`src/rtl/pcie_pio_completer_if.sv`:
```
// Signal bundle around the PIO completer: RX-parser read requests, the user register bus
// and the CplD AXI stream toward the PCIe core TX port.
interface pcie_pio_completer_if;
   logic        read_valid;
   logic [12:0] address;
   logic [31:0] rr_rc_dw2;
   logic [15:0] completer_id;

   logic        rd_req;
   logic [12:0] rd_addr;
   logic [63:0] rd_data;
   logic        rd_valid;

   logic        tx_tvalid;
   logic        tx_tready;
   logic        tx_tlast;
   logic [63:0] tx_tdata;
   logic [7:0]  tx_tkeep;

   logic        overflow;

   // Completer side: drives the register bus and the TX stream.
   modport master (
      input  read_valid, address, rr_rc_dw2, completer_id,
      input  rd_data, rd_valid, tx_tready,
      output rd_req, rd_addr, tx_tvalid, tx_tlast, tx_tdata, tx_tkeep, overflow
   );

   // Environment side: RX parser, register file and PCIe core.
   modport slave (
      output read_valid, address, rr_rc_dw2, completer_id,
      output rd_data, rd_valid, tx_tready,
      input  rd_req, rd_addr, tx_tvalid, tx_tlast, tx_tdata, tx_tkeep, overflow
   );
endinterface

```
`src/rtl/pcie_pio_completer.sv`:
```
// Queues 2-DW PIO memory reads, issues one register read at a time and returns each
// 64-bit result as a three-beat 3DW CplD TLP on a 64-bit AXI stream.
module pcie_pio_completer #(
   parameter int DEPTH_LOG2 = 2
) (
   input  logic                   clock,
   input  logic                   reset,
   pcie_pio_completer_if.master   bus
);
   localparam int DEPTH   = 1 << DEPTH_LOG2;
   localparam int ENTRY_W = 45;
   localparam logic [31:0] CPL_DW0 = 32'h4A00_0002;

   typedef enum logic [2:0] {
      IDLE  = 3'd0,
      READ  = 3'd1,
      BEAT0 = 3'd2,
      BEAT1 = 3'd3,
      BEAT2 = 3'd4
   } state_t;

   state_t state_reg, state_next;

   logic [ENTRY_W-1:0]  fifo_mem [DEPTH];
   logic [DEPTH_LOG2:0] wr_ptr_reg, rd_ptr_reg;
   logic [ENTRY_W-1:0]  fifo_head;
   logic                fifo_empty, fifo_full;
   logic                push, pop, capture, tx_hs;

   logic        rd_req_reg;
   logic [12:0] rd_addr_reg;
   logic [31:0] dw2_reg, p0_reg, p1_reg;
   logic        tx_tvalid_reg, tx_tlast_reg;
   logic [63:0] tx_tdata_reg;
   logic [7:0]  tx_tkeep_reg;
   logic        overflow_reg;

   logic [31:0] p0_swap, p1_swap, dw1;

   // Extra pointer MSB tells a full FIFO from an empty one after wrap-around.
   assign fifo_empty = (wr_ptr_reg == rd_ptr_reg);
   assign fifo_full  = (wr_ptr_reg[DEPTH_LOG2] != rd_ptr_reg[DEPTH_LOG2]) &&
                       (wr_ptr_reg[DEPTH_LOG2-1:0] == rd_ptr_reg[DEPTH_LOG2-1:0]);
   assign push       = bus.read_valid && !fifo_full;
   assign fifo_head  = fifo_mem[rd_ptr_reg[DEPTH_LOG2-1:0]];
   assign tx_hs      = tx_tvalid_reg && bus.tx_tready;

   assign dw1 = {bus.completer_id, 3'b000, 1'b0, 12'd8};

   // Undo the RX parser's endian swap on each 32-bit half of the read data.
   genvar gi;
   generate
      for (gi = 0; gi < 4; gi++) begin : g_bswap
         assign p0_swap[8*gi +: 8] = bus.rd_data[8*(3-gi) +: 8];
         assign p1_swap[8*gi +: 8] = bus.rd_data[32 + 8*(3-gi) +: 8];
      end
   endgenerate

   always_ff @(posedge clock) begin
      if (push) begin
         fifo_mem[wr_ptr_reg[DEPTH_LOG2-1:0]] <= {bus.address, bus.rr_rc_dw2};
      end
   end

   always_ff @(posedge clock) begin
      if (reset) begin
         wr_ptr_reg <= '0;
         rd_ptr_reg <= '0;
      end else begin
         if (push) begin
            wr_ptr_reg <= wr_ptr_reg + {{DEPTH_LOG2{1'b0}}, 1'b1};
         end
         if (pop) begin
            rd_ptr_reg <= rd_ptr_reg + {{DEPTH_LOG2{1'b0}}, 1'b1};
         end
      end
   end

   always_ff @(posedge clock) begin
      if (reset) begin
         state_reg <= IDLE;
      end else begin
         state_reg <= state_next;
      end
   end

   always_comb begin
      state_next = state_reg;
      pop        = 1'b0;
      capture    = 1'b0;
      case (state_reg)
         IDLE: begin
            if (!fifo_empty) begin
               pop        = 1'b1;
               state_next = READ;
            end
         end
         READ: begin
            if (bus.rd_valid) begin
               capture    = 1'b1;
               state_next = BEAT0;
            end
         end
         BEAT0:   if (tx_hs) state_next = BEAT1;
         BEAT1:   if (tx_hs) state_next = BEAT2;
         BEAT2:   if (tx_hs) state_next = IDLE;
         default: state_next = IDLE;
      endcase
   end

   // Beats are loaded one handshake ahead so the stream outputs come straight from flops.
   always_ff @(posedge clock) begin
      if (reset) begin
         rd_req_reg    <= 1'b0;
         rd_addr_reg   <= '0;
         dw2_reg       <= '0;
         p0_reg        <= '0;
         p1_reg        <= '0;
         tx_tvalid_reg <= 1'b0;
         tx_tlast_reg  <= 1'b0;
         tx_tdata_reg  <= '0;
         tx_tkeep_reg  <= '0;
         overflow_reg  <= 1'b0;
      end else begin
         rd_req_reg <= pop;
         if (pop) begin
            rd_addr_reg <= fifo_head[44:32];
            dw2_reg     <= fifo_head[31:0];
         end
         if (bus.read_valid && fifo_full) begin
            overflow_reg <= 1'b1;
         end
         if (capture) begin
            p0_reg        <= p0_swap;
            p1_reg        <= p1_swap;
            tx_tvalid_reg <= 1'b1;
            tx_tdata_reg  <= {dw1, CPL_DW0};
            tx_tkeep_reg  <= 8'hFF;
            tx_tlast_reg  <= 1'b0;
         end else if (tx_hs) begin
            case (state_reg)
               BEAT0: begin
                  tx_tdata_reg <= {p0_reg, dw2_reg};
               end
               BEAT1: begin
                  tx_tdata_reg <= {32'h0, p1_reg};
                  tx_tkeep_reg <= 8'h0F;
                  tx_tlast_reg <= 1'b1;
               end
               default: begin
                  tx_tvalid_reg <= 1'b0;
                  tx_tlast_reg  <= 1'b0;
                  tx_tkeep_reg  <= 8'h00;
                  tx_tdata_reg  <= '0;
               end
            endcase
         end
      end
   end

   assign bus.rd_req    = rd_req_reg;
   assign bus.rd_addr   = rd_addr_reg;
   assign bus.tx_tvalid = tx_tvalid_reg;
   assign bus.tx_tlast  = tx_tlast_reg;
   assign bus.tx_tdata  = tx_tdata_reg;
   assign bus.tx_tkeep  = tx_tkeep_reg;
   assign bus.overflow  = overflow_reg;
endmodule

```
`src/flat_wrapper.sv`:
```
// flat-port wrapper written by rule: the top's interface ports become plain ports
module pcie_pio_completer_flat 
#(
   parameter int DEPTH_LOG2 = 2
)
  (clock, reset, bus_read_valid, bus_address, bus_rr_rc_dw2, bus_completer_id, bus_rd_data, bus_rd_valid, bus_tx_tready, bus_rd_req, bus_rd_addr, bus_tx_tvalid, bus_tx_tlast, bus_tx_tdata, bus_tx_tkeep, bus_overflow);
  pcie_pio_completer_if bus_i ();
  input  logic clock;
  input  logic reset;
  input wire logic [$bits(bus_i.read_valid)-1:0] bus_read_valid;
  input wire logic [$bits(bus_i.address)-1:0] bus_address;
  input wire logic [$bits(bus_i.rr_rc_dw2)-1:0] bus_rr_rc_dw2;
  input wire logic [$bits(bus_i.completer_id)-1:0] bus_completer_id;
  input wire logic [$bits(bus_i.rd_data)-1:0] bus_rd_data;
  input wire logic [$bits(bus_i.rd_valid)-1:0] bus_rd_valid;
  input wire logic [$bits(bus_i.tx_tready)-1:0] bus_tx_tready;
  output wire logic [$bits(bus_i.rd_req)-1:0] bus_rd_req;
  output wire logic [$bits(bus_i.rd_addr)-1:0] bus_rd_addr;
  output wire logic [$bits(bus_i.tx_tvalid)-1:0] bus_tx_tvalid;
  output wire logic [$bits(bus_i.tx_tlast)-1:0] bus_tx_tlast;
  output wire logic [$bits(bus_i.tx_tdata)-1:0] bus_tx_tdata;
  output wire logic [$bits(bus_i.tx_tkeep)-1:0] bus_tx_tkeep;
  output wire logic [$bits(bus_i.overflow)-1:0] bus_overflow;
  assign bus_i.read_valid = bus_read_valid;
  assign bus_i.address = bus_address;
  assign bus_i.rr_rc_dw2 = bus_rr_rc_dw2;
  assign bus_i.completer_id = bus_completer_id;
  assign bus_i.rd_data = bus_rd_data;
  assign bus_i.rd_valid = bus_rd_valid;
  assign bus_i.tx_tready = bus_tx_tready;
  assign bus_rd_req = bus_i.rd_req;
  assign bus_rd_addr = bus_i.rd_addr;
  assign bus_tx_tvalid = bus_i.tx_tvalid;
  assign bus_tx_tlast = bus_i.tx_tlast;
  assign bus_tx_tdata = bus_i.tx_tdata;
  assign bus_tx_tkeep = bus_i.tx_tkeep;
  assign bus_overflow = bus_i.overflow;
  pcie_pio_completer #(.DEPTH_LOG2(DEPTH_LOG2)) u_core (.clock(clock), .reset(reset), .bus(bus_i));
endmodule
```
`config.mk`:
```
export PLATFORM = sky130hd
export DESIGN_NAME = pcie_pio_completer_flat
export DESIGN_NICKNAME = d
export VERILOG_FILES = /design/src/rtl/pcie_pio_completer_if.sv /design/src/rtl/pcie_pio_completer.sv /design/src/flat_wrapper.sv
export SDC_FILE = /design/constraint.sdc
export NUM_CORES = 1
export LEC_CHECK = 0
export CELL_PAD_IN_SITES_DETAIL_PLACEMENT = 0
export CELL_PAD_IN_SITES_GLOBAL_PLACEMENT = 1
export CORE_MARGIN = 4
export CORE_UTILIZATION = 44
export CTS_CLUSTER_SIZE = 30
export DETAILED_ROUTE_END_ITERATION = 16
export PLACE_DENSITY = 0.9
export SLEW_MARGIN = 10
export SYNTH_ARGS = -nofsm -noshare
export SYNTH_HDL_FRONTEND = slang
export SYNTH_SLANG_ARGS = --single-unit
```
`constraint.sdc`:
```
create_clock -name clock -period 3.53 [get_ports clock]
set_input_delay 0.5295 -clock clock [delete_from_list [all_inputs] [get_ports clock]]
set_output_delay 0.5295 -clock clock [all_outputs]
set_load 0.005 [all_outputs]
```
==> flow_summary.toml, run 1 <==
[final_layout]
layout.core_utilization_pct = 56.8
layout.cell_area.non_filler_mm2 = 0.0181
layout_nets = 1431
final.fill_count = 2603
flip_flop_count_of_the_largest_register_all_copies_and_words_added = 180
post_route_cells_drive_above_1_share_pct = 13.1
diodes = 0
instances_no_fill = 1761
area_growth_syn_to_layout_pct = 26.2

[clocking]
post_cts_setup_buffer_count = 0
cts.sinks = 368
ctsLongestPathBuffers = 3
post_cts_sizing_count = 0
cts_tree = "built"
number_of_buffers_inserted_during_clock_tree_synthesis = 39
clock_tree.htree_level_count = 2
clkTransAtPathRegs_ps = 60
holdBufCountCts = 0
clk_latency_ps = 520
cts_root_buf = "sky130_fd_sc_hd__clkbuf_16"

[worst_setup_path]
critical-path-max-stage-delay_ps = 600
critical_path.cell_chain = "xor2_1 -> o31a_1 -> and2_2 -> buf_4"
r2r-start = "u_core.wr_ptr_reg[1]"
ff2ff_path_depth = 4
critical_path.max_fanout = 23
critical_path_required_ps = 3740
crit_arrival_ps = 2640
worst_r2r_endpoint = "u_core.fifo_mem[2][0]"
setup.worst_path.start_class = "flip-flop"
critPathBufInv = 1
cpLargestDelayFamily = "simple AND/OR/NAND/NOR gates"
end_kind = "flip-flop"
r2r_slack_ps = 1100
worstSetupPathType = "reg2reg"
cpMaxStageDelayCell = "sky130_fd_sc_hd__and2_2"

[worst_hold_path]
holdPathEnd = "u_core.p1_reg[17]"
holdPathStages = 2
min_path_type = "reg2reg"
hold_path_startpoint = "u_core.p1_reg[17]"

[placement]
place_area_mm2 = 0.0168
post-dp-hpwl_mm = 21.5
portBuffers = 218
post-place-cells = 1690
dp_worst_setup_slack_ps = 940
place_congestion = 0.804

[drt]
detailroute.via_count = 9203
drtPass1Iterations = 7
post_drt_via_cell_ratio = 5.23
drt_iter0_drc = 638
detail_route.wl_per_cell_um = 18.9
route.antenna.remaining_nets = 0
total_wire_length_mm = 33.3
route.detailed.drc = 0

[logic_synthesis]
async_sr_flop_fraction_pct = 0
synth-edff-count = 180
synth.net_count = 1242
synth_sequential_area_ratio_pct = 64.0
postSynth.topFlopCell = "sky130_fd_sc_hd__dfxtp_1"
netlist_area_mm2 = 0.0143
yosysUniqueCellTypes = 47
postSynthAreaPerCell_um2 = 12.9
synthesis.yosys.warnings = 0
netlist_top_cells_count = "sky130_fd_sc_hd__dfxtp_1, sky130_fd_sc_hd__edfxtp_1, sky130_fd_sc_hd__nand2_1, sky130_fd_sc_hd__nand2b_1, sky130_fd_sc_hd__a21oi_1"
synthesized_instance_count = 1107
synth.most_common_cell = "sky130_fd_sc_hd__dfxtp_1"
synth_area_leaders = "sky130_fd_sc_hd__edfxtp_1, sky130_fd_sc_hd__dfxtp_1, sky130_fd_sc_hd__mux4_2"
netlist.area_leader.share_pct = 37.7
ys_seq_elements = 368
synth_top_cell_by_area = "sky130_fd_sc_hd__edfxtp_1"

[power_and_ir_drop]
clock_power_share_pct = 33.1
seq_power_share_pct = 43.8
power.net_switching_mw = 3.42
power_leakage_nw = 6.20
power_per_standard_cell_area_mw_per_mm2 = 684
switching_share_pct = 27.7
ir_drop_v = 0.000501
p_int_mw = 8.96
power.combinational.fraction_pct = 23.2

[timing]
fin_setup_tns_ps = 0
final_hold_viol_count = 0
setup_viol = 0
grt_setup_unrepaired = "false"
worstMarginPinSlew_ps = 1020
maxClockFrequency_ghz = 0.412
final.period_utilization_pct = 68.8
fin_worst_skew_ps = 12.7
max_slew_margin_pct = 31.8
slew_viol_final = 0
final_critical_path_setup_slack_ps = 1100
timing.final.crit_period_ps = 2430

[global_route]
grt_antenna_before_repair = 4
grt_pass1_vias = 9156
grt_pass1_wl_mm = 52.5
grt_max_degree = 198
grtUsageTotal_pct = 18.2
global_route.overflow_total = 0

[outcome]
result_of_the_run = "completed"

[die]
std_cell_rows = 65
start_util_pct = 45.0
fp.coreArea_mm2 = 0.0319
io_pins = 219
design.die.area_mm2 = 0.0355
die_w_um = 189
die_h_um = 189

[run]
max_cap_viol_count = 0
==> area by class of cell <==
class / count / area [um^2] / area share [%]
multi-input cells: 642 / 4670 / 25.8
inverters: 6 / 22.5 / 0.124
well taps: 435 / 544 / 3.01
clock buffers: 54 / 1160 / 6.39
clock inverters: 17 / 155 / 0.857
repair buffers: 239 / 2380 / 13.1
flip-flops and latches: 368 / 9180 / 50.7
==> worst register-to-register path, stage by stage, from the launching register on <==
cell                      delay, ps
sky130_fd_sc_hd__dfxtp_1        440
sky130_fd_sc_hd__xor2_1         420
sky130_fd_sc_hd__o31a_1         320
sky130_fd_sc_hd__and2_2         600
sky130_fd_sc_hd__buf_4          350
==> metrics by stage <==
stage | power, mW | hold WS (ps)
finish | 12.4 | 451
floorplan | 7.57 | 433
global placement | 8.35 | 439
detailed placement | 8.41 | 447
global route | 13.0 | 469
CTS | 12.5 | 454
==> worst max-delay path by stage <==
| stage | start | to | slack, ps | depth (start not counted) |
|---|---|---|---|---|
| finish | u_core.wr_ptr_reg[1] | u_core.fifo_mem[2][0] | 1100 | 4 |
| global route | u_core.wr_ptr_reg[1] | u_core.fifo_mem[2][6] | 910 | 4 |
| CTS | u_core.wr_ptr_reg[1] | u_core.fifo_mem[0][25] | 1050 | 4 |
| detailed placement | bus_read_valid | u_core.fifo_mem[2][8] | 940 | 4 |
| global placement | bus_read_valid | u_core.fifo_mem[3][25] | 990 | 4 |
| floorplan | u_core.rd_ptr_reg[0] | u_core.fifo_mem[0][0] | 980 | 5 |
==> cells by family (layout without fill, tap and decap cells) <==
family,Yosys count,count (layout),synth area share [%]
buf+inv,97,316,3.77
xor+xnor,6,6,0.471
compound gates,156,156,6.90
fa+ha+maj,5,5,0.436
flops,368,368,64.0
simple gates,353,353,11.8
mux,122,122,12.7
==> power groups by stage <==
stage	Combinational, mW	Clock, mW	Sequential [mW]
floorplan	2.20	0	5.36
global placement	2.86	0	5.49
detailed placement	2.90	0	5.51
CTS	2.92	4.20	5.43
global route	3.14	4.39	5.48
finish	2.87	4.09	5.42
==> layer usage <==
metal | GRT usage (%) | up-vias | wire length (um)
met2 | 28.1 | 330 | 14800
met4 | 3.25 | 6 | 480
met1 | 26.6 | 4444 | 15300
met5 | 0 | - | 47
li1 | - | 4379 | -
met3 | 4.85 | 44 | 2650
==> placed cells by master, fill, tap and decap left out, types with 3 or more instances in the layout <==
master	count
sky130_fd_sc_hd__clkdlybuf4s50_1	217
sky130_fd_sc_hd__dfxtp_1	185
sky130_fd_sc_hd__edfxtp_1	180
sky130_fd_sc_hd__nand2_1	144
sky130_fd_sc_hd__nand2b_1	94
sky130_fd_sc_hd__a21oi_1	74
sky130_fd_sc_hd__nor2_1	52
sky130_fd_sc_hd__mux2i_1	47
sky130_fd_sc_hd__mux4_2	45
sky130_fd_sc_hd__nand3_1	43
sky130_fd_sc_hd__clkbuf_16	42
sky130_fd_sc_hd__mux2_2	30
sky130_fd_sc_hd__a22oi_1	29
sky130_fd_sc_hd__a31oi_1	20
sky130_fd_sc_hd__buf_4	18
sky130_fd_sc_hd__a32oi_1	16
sky130_fd_sc_hd__clkbuf_8	6
sky130_fd_sc_hd__clkbuf_1	6
sky130_fd_sc_hd__inv_1	5
sky130_fd_sc_hd__clkinv_1	5
sky130_fd_sc_hd__ha_1	5
sky130_fd_sc_hd__inv_6	5
sky130_fd_sc_hd__and2_2	4
sky130_fd_sc_hd__nor2b_1	4
sky130_fd_sc_hd__o21ai_0	3
sky130_fd_sc_hd__clkinv_2	3
sky130_fd_sc_hd__buf_12	3
No activity file was read; power rests on OpenSTA's default activity.
==> run 2: changes to the inputs <==
- CORE_UTILIZATION: 44 -> 39
- PLACE_DENSITY: 0.9 -> 0.85
- clock period: 3.53 -> 2.15 ns (I/O delays scaled with it)
==> flow_summary.toml, run 2 (synthesized netlist as in run 1, its figures left out) <==
[worst_setup_path]
ff2ff_path_depth = 4
r2r-start = "u_core.rd_ptr_reg[2]"
crit_arrival_ps = 2050
critical_path.max_fanout = 16
setup.worst_path.start_class = "flip-flop"
critical_path_required_ps = 2370
r2r_slack_ps = 320
end_kind = "flip-flop"
worstSetupPathType = "reg2reg"
worst_r2r_endpoint = "u_core.fifo_mem[1][12]"

[power_and_ir_drop]
p_int_mw = 15.1
power_per_standard_cell_area_mw_per_mm2 = 1130
ir_drop_v = 0.000799
seq_power_share_pct = 42.5
power.net_switching_mw = 5.71
clock_power_share_pct = 32.3
power.combinational.fraction_pct = 25.2
power_leakage_nw = 6.34
switching_share_pct = 27.5

[final_layout]
area_growth_syn_to_layout_pct = 28.7
layout_nets = 1443
instances_no_fill = 1803
flip_flop_count_of_the_largest_register_all_copies_and_words_added = 180
layout.cells.most_common_list = "sky130_fd_sc_hd__clkdlybuf4s50_1, sky130_fd_sc_hd__dfxtp_1, sky130_fd_sc_hd__edfxtp_1"
layout.cells.most_common = "sky130_fd_sc_hd__clkdlybuf4s50_1"
post_route_cells_drive_above_1_share_pct = 13.9
layout.core_utilization_pct = 51.4

[global_route]
global_route.overflow_total = 0
grt_max_degree = 80
grtUsageTotal_pct = 16.6
grt_pass1_wl_mm = 52.7
grt_pass1_vias = 9266
grt_antenna_before_repair = 3

[drt]
route.antenna.remaining_nets = 0
post_drt_via_cell_ratio = 5.12
drtPass1Iterations = 5
total_wire_length_mm = 33.7
detailroute.via_count = 9231
route.detailed.drc = 0
detail_route.wl_per_cell_um = 18.7
drt_iter0_drc = 517

[timing]
timing.final.crit_period_ps = 1830
final_hold_viol_count = 0
setup_viol = 0
fin_worst_skew_ps = 12.8
worstMarginPinSlew_ps = 499
final.period_utilization_pct = 85.1
fin_setup_tns_ps = 0
maxClockFrequency_ghz = 0.546
grt_setup_unrepaired = "false"
fin_hold_ws_ps = 150
max_slew_margin_pct = 66.6
slew_viol_final = 0

[clocking]
number_of_buffers_inserted_during_clock_tree_synthesis = 40
clk_latency_ps = 530
clock_tree.htree_level_count = 2
clkTransAtPathRegs_ps = 60
cts_root_buf = "sky130_fd_sc_hd__clkbuf_16"
ctsLongestPathBuffers = 3
post_cts_sizing_count = 0
cts_tree = "built"
holdBufCountCts = 0
post_cts_setup_buffer_count = 0
cts.sinks = 368

[die]
die_w_um = 200
die_h_um = 200
design.die.area_mm2 = 0.0399
start_util_pct = 39.9
fp.coreArea_mm2 = 0.0359
io_pins = 219
std_cell_rows = 69

[placement]
portBuffers = 218
post-dp-hpwl_mm = 22.2
place_congestion = 0.839
post-place-cells = 1727

[worst_hold_path]
holdPathStages = 2
hold_path_startpoint = "reset"
min_path_type = "in2reg"
holdPathEnd = "u_core.bus.rd_req"

[run]
max_cap_viol_count = 0

[outcome]
result_of_the_run = "completed"
## run 2: cell count changes in the layout (fill, tap and decap cells not counted), sizes merged
| cell | previous run | this run |
|---|---|---|
| buf | 22 | 33 |
| diode | 0 | 2 |
| bufinv | 2 | 3 |
| inv | 11 | 7 |
| clkinv | 8 | 11 |
| clkbuf | 54 | 57 |
## run 2: power by group through the flow
stage,logic [mW],clock network [mW],registers (mW)
after floorplan,3.62,0,8.80
after global placement,5.25,0,8.96
after detailed placement,5.30,0,8.99
after CTS,5.33,6.91,8.85
after global routing,5.72,7.22,8.95
final,5.24,6.72,8.84
## run 2: stage by stage
step | power [mW] | setup slack [ps] | cell area, um^2
2_1_floorplan | 12.4 | 77.7 | 14300
3_3_place_gp | 14.2 | 150 | 17100
3_5_place_dp | 14.3 | 147 | 17100
4_1_cts | 21.1 | 282 | 18400
5_1_grt | 21.9 | 185 | 18400
6_report | 20.8 | 319 | 18500
## run 2: worst max-delay path, stage by stage, from the launching register on
cell and delay [ps]:
sky130_fd_sc_hd__dfxtp_1 350, sky130_fd_sc_hd__xnor2_1 350, sky130_fd_sc_hd__o31a_1 330, sky130_fd_sc_hd__and2_2 230, sky130_fd_sc_hd__buf_4 250
## run 2: metal layers
metal  GRT usage [%]  routed length, um  share of wire [%]
met1            23.4              15000                 44
met3            4.38               2830                8.4
met5               0                 34               0.10
met2            25.7              15100                 45
met4            4.78                787                2.3
## run 2: worst max path at each step
stage / depth (start not counted) / slack (ps) / endpoint / from
3_3_place_gp: 4 / 150 / u_core.fifo_mem[1][12] / bus_read_valid
6_report: 4 / 320 / u_core.fifo_mem[1][12] / u_core.rd_ptr_reg[2]
2_1_floorplan: 5 / 80 / u_core.fifo_mem[0][0] / u_core.rd_ptr_reg[0]
5_1_grt: 4 / 180 / u_core.fifo_mem[1][9] / u_core.rd_ptr_reg[2]
3_5_place_dp: 4 / 150 / u_core.fifo_mem[1][12] / bus_read_valid
4_1_cts: 4 / 280 / u_core.fifo_mem[1][12] / u_core.rd_ptr_reg[2]
## run 2: area by class of cell
| cell class | instances | area (um^2) |
|---|---|---|
| fillers | 3073 | 17500 |
| flip-flops and latches | 368 | 9180 |
| multi-input cells | 642 | 4670 |
| repair buffers | 250 | 2700 |
| clock buffers | 57 | 1140 |
| well taps | 461 | 577 |
| clock inverters | 17 | 171 |
| inverters | 6 | 22.5 |
| diodes | 2 | 5.00 |
==> run 3: changes to the inputs <==
- CTS_CLUSTER_SIZE: 30 -> unset
==> results of run 3 <==
The final DEF is identical to that of run 2; final timing and power are the same.
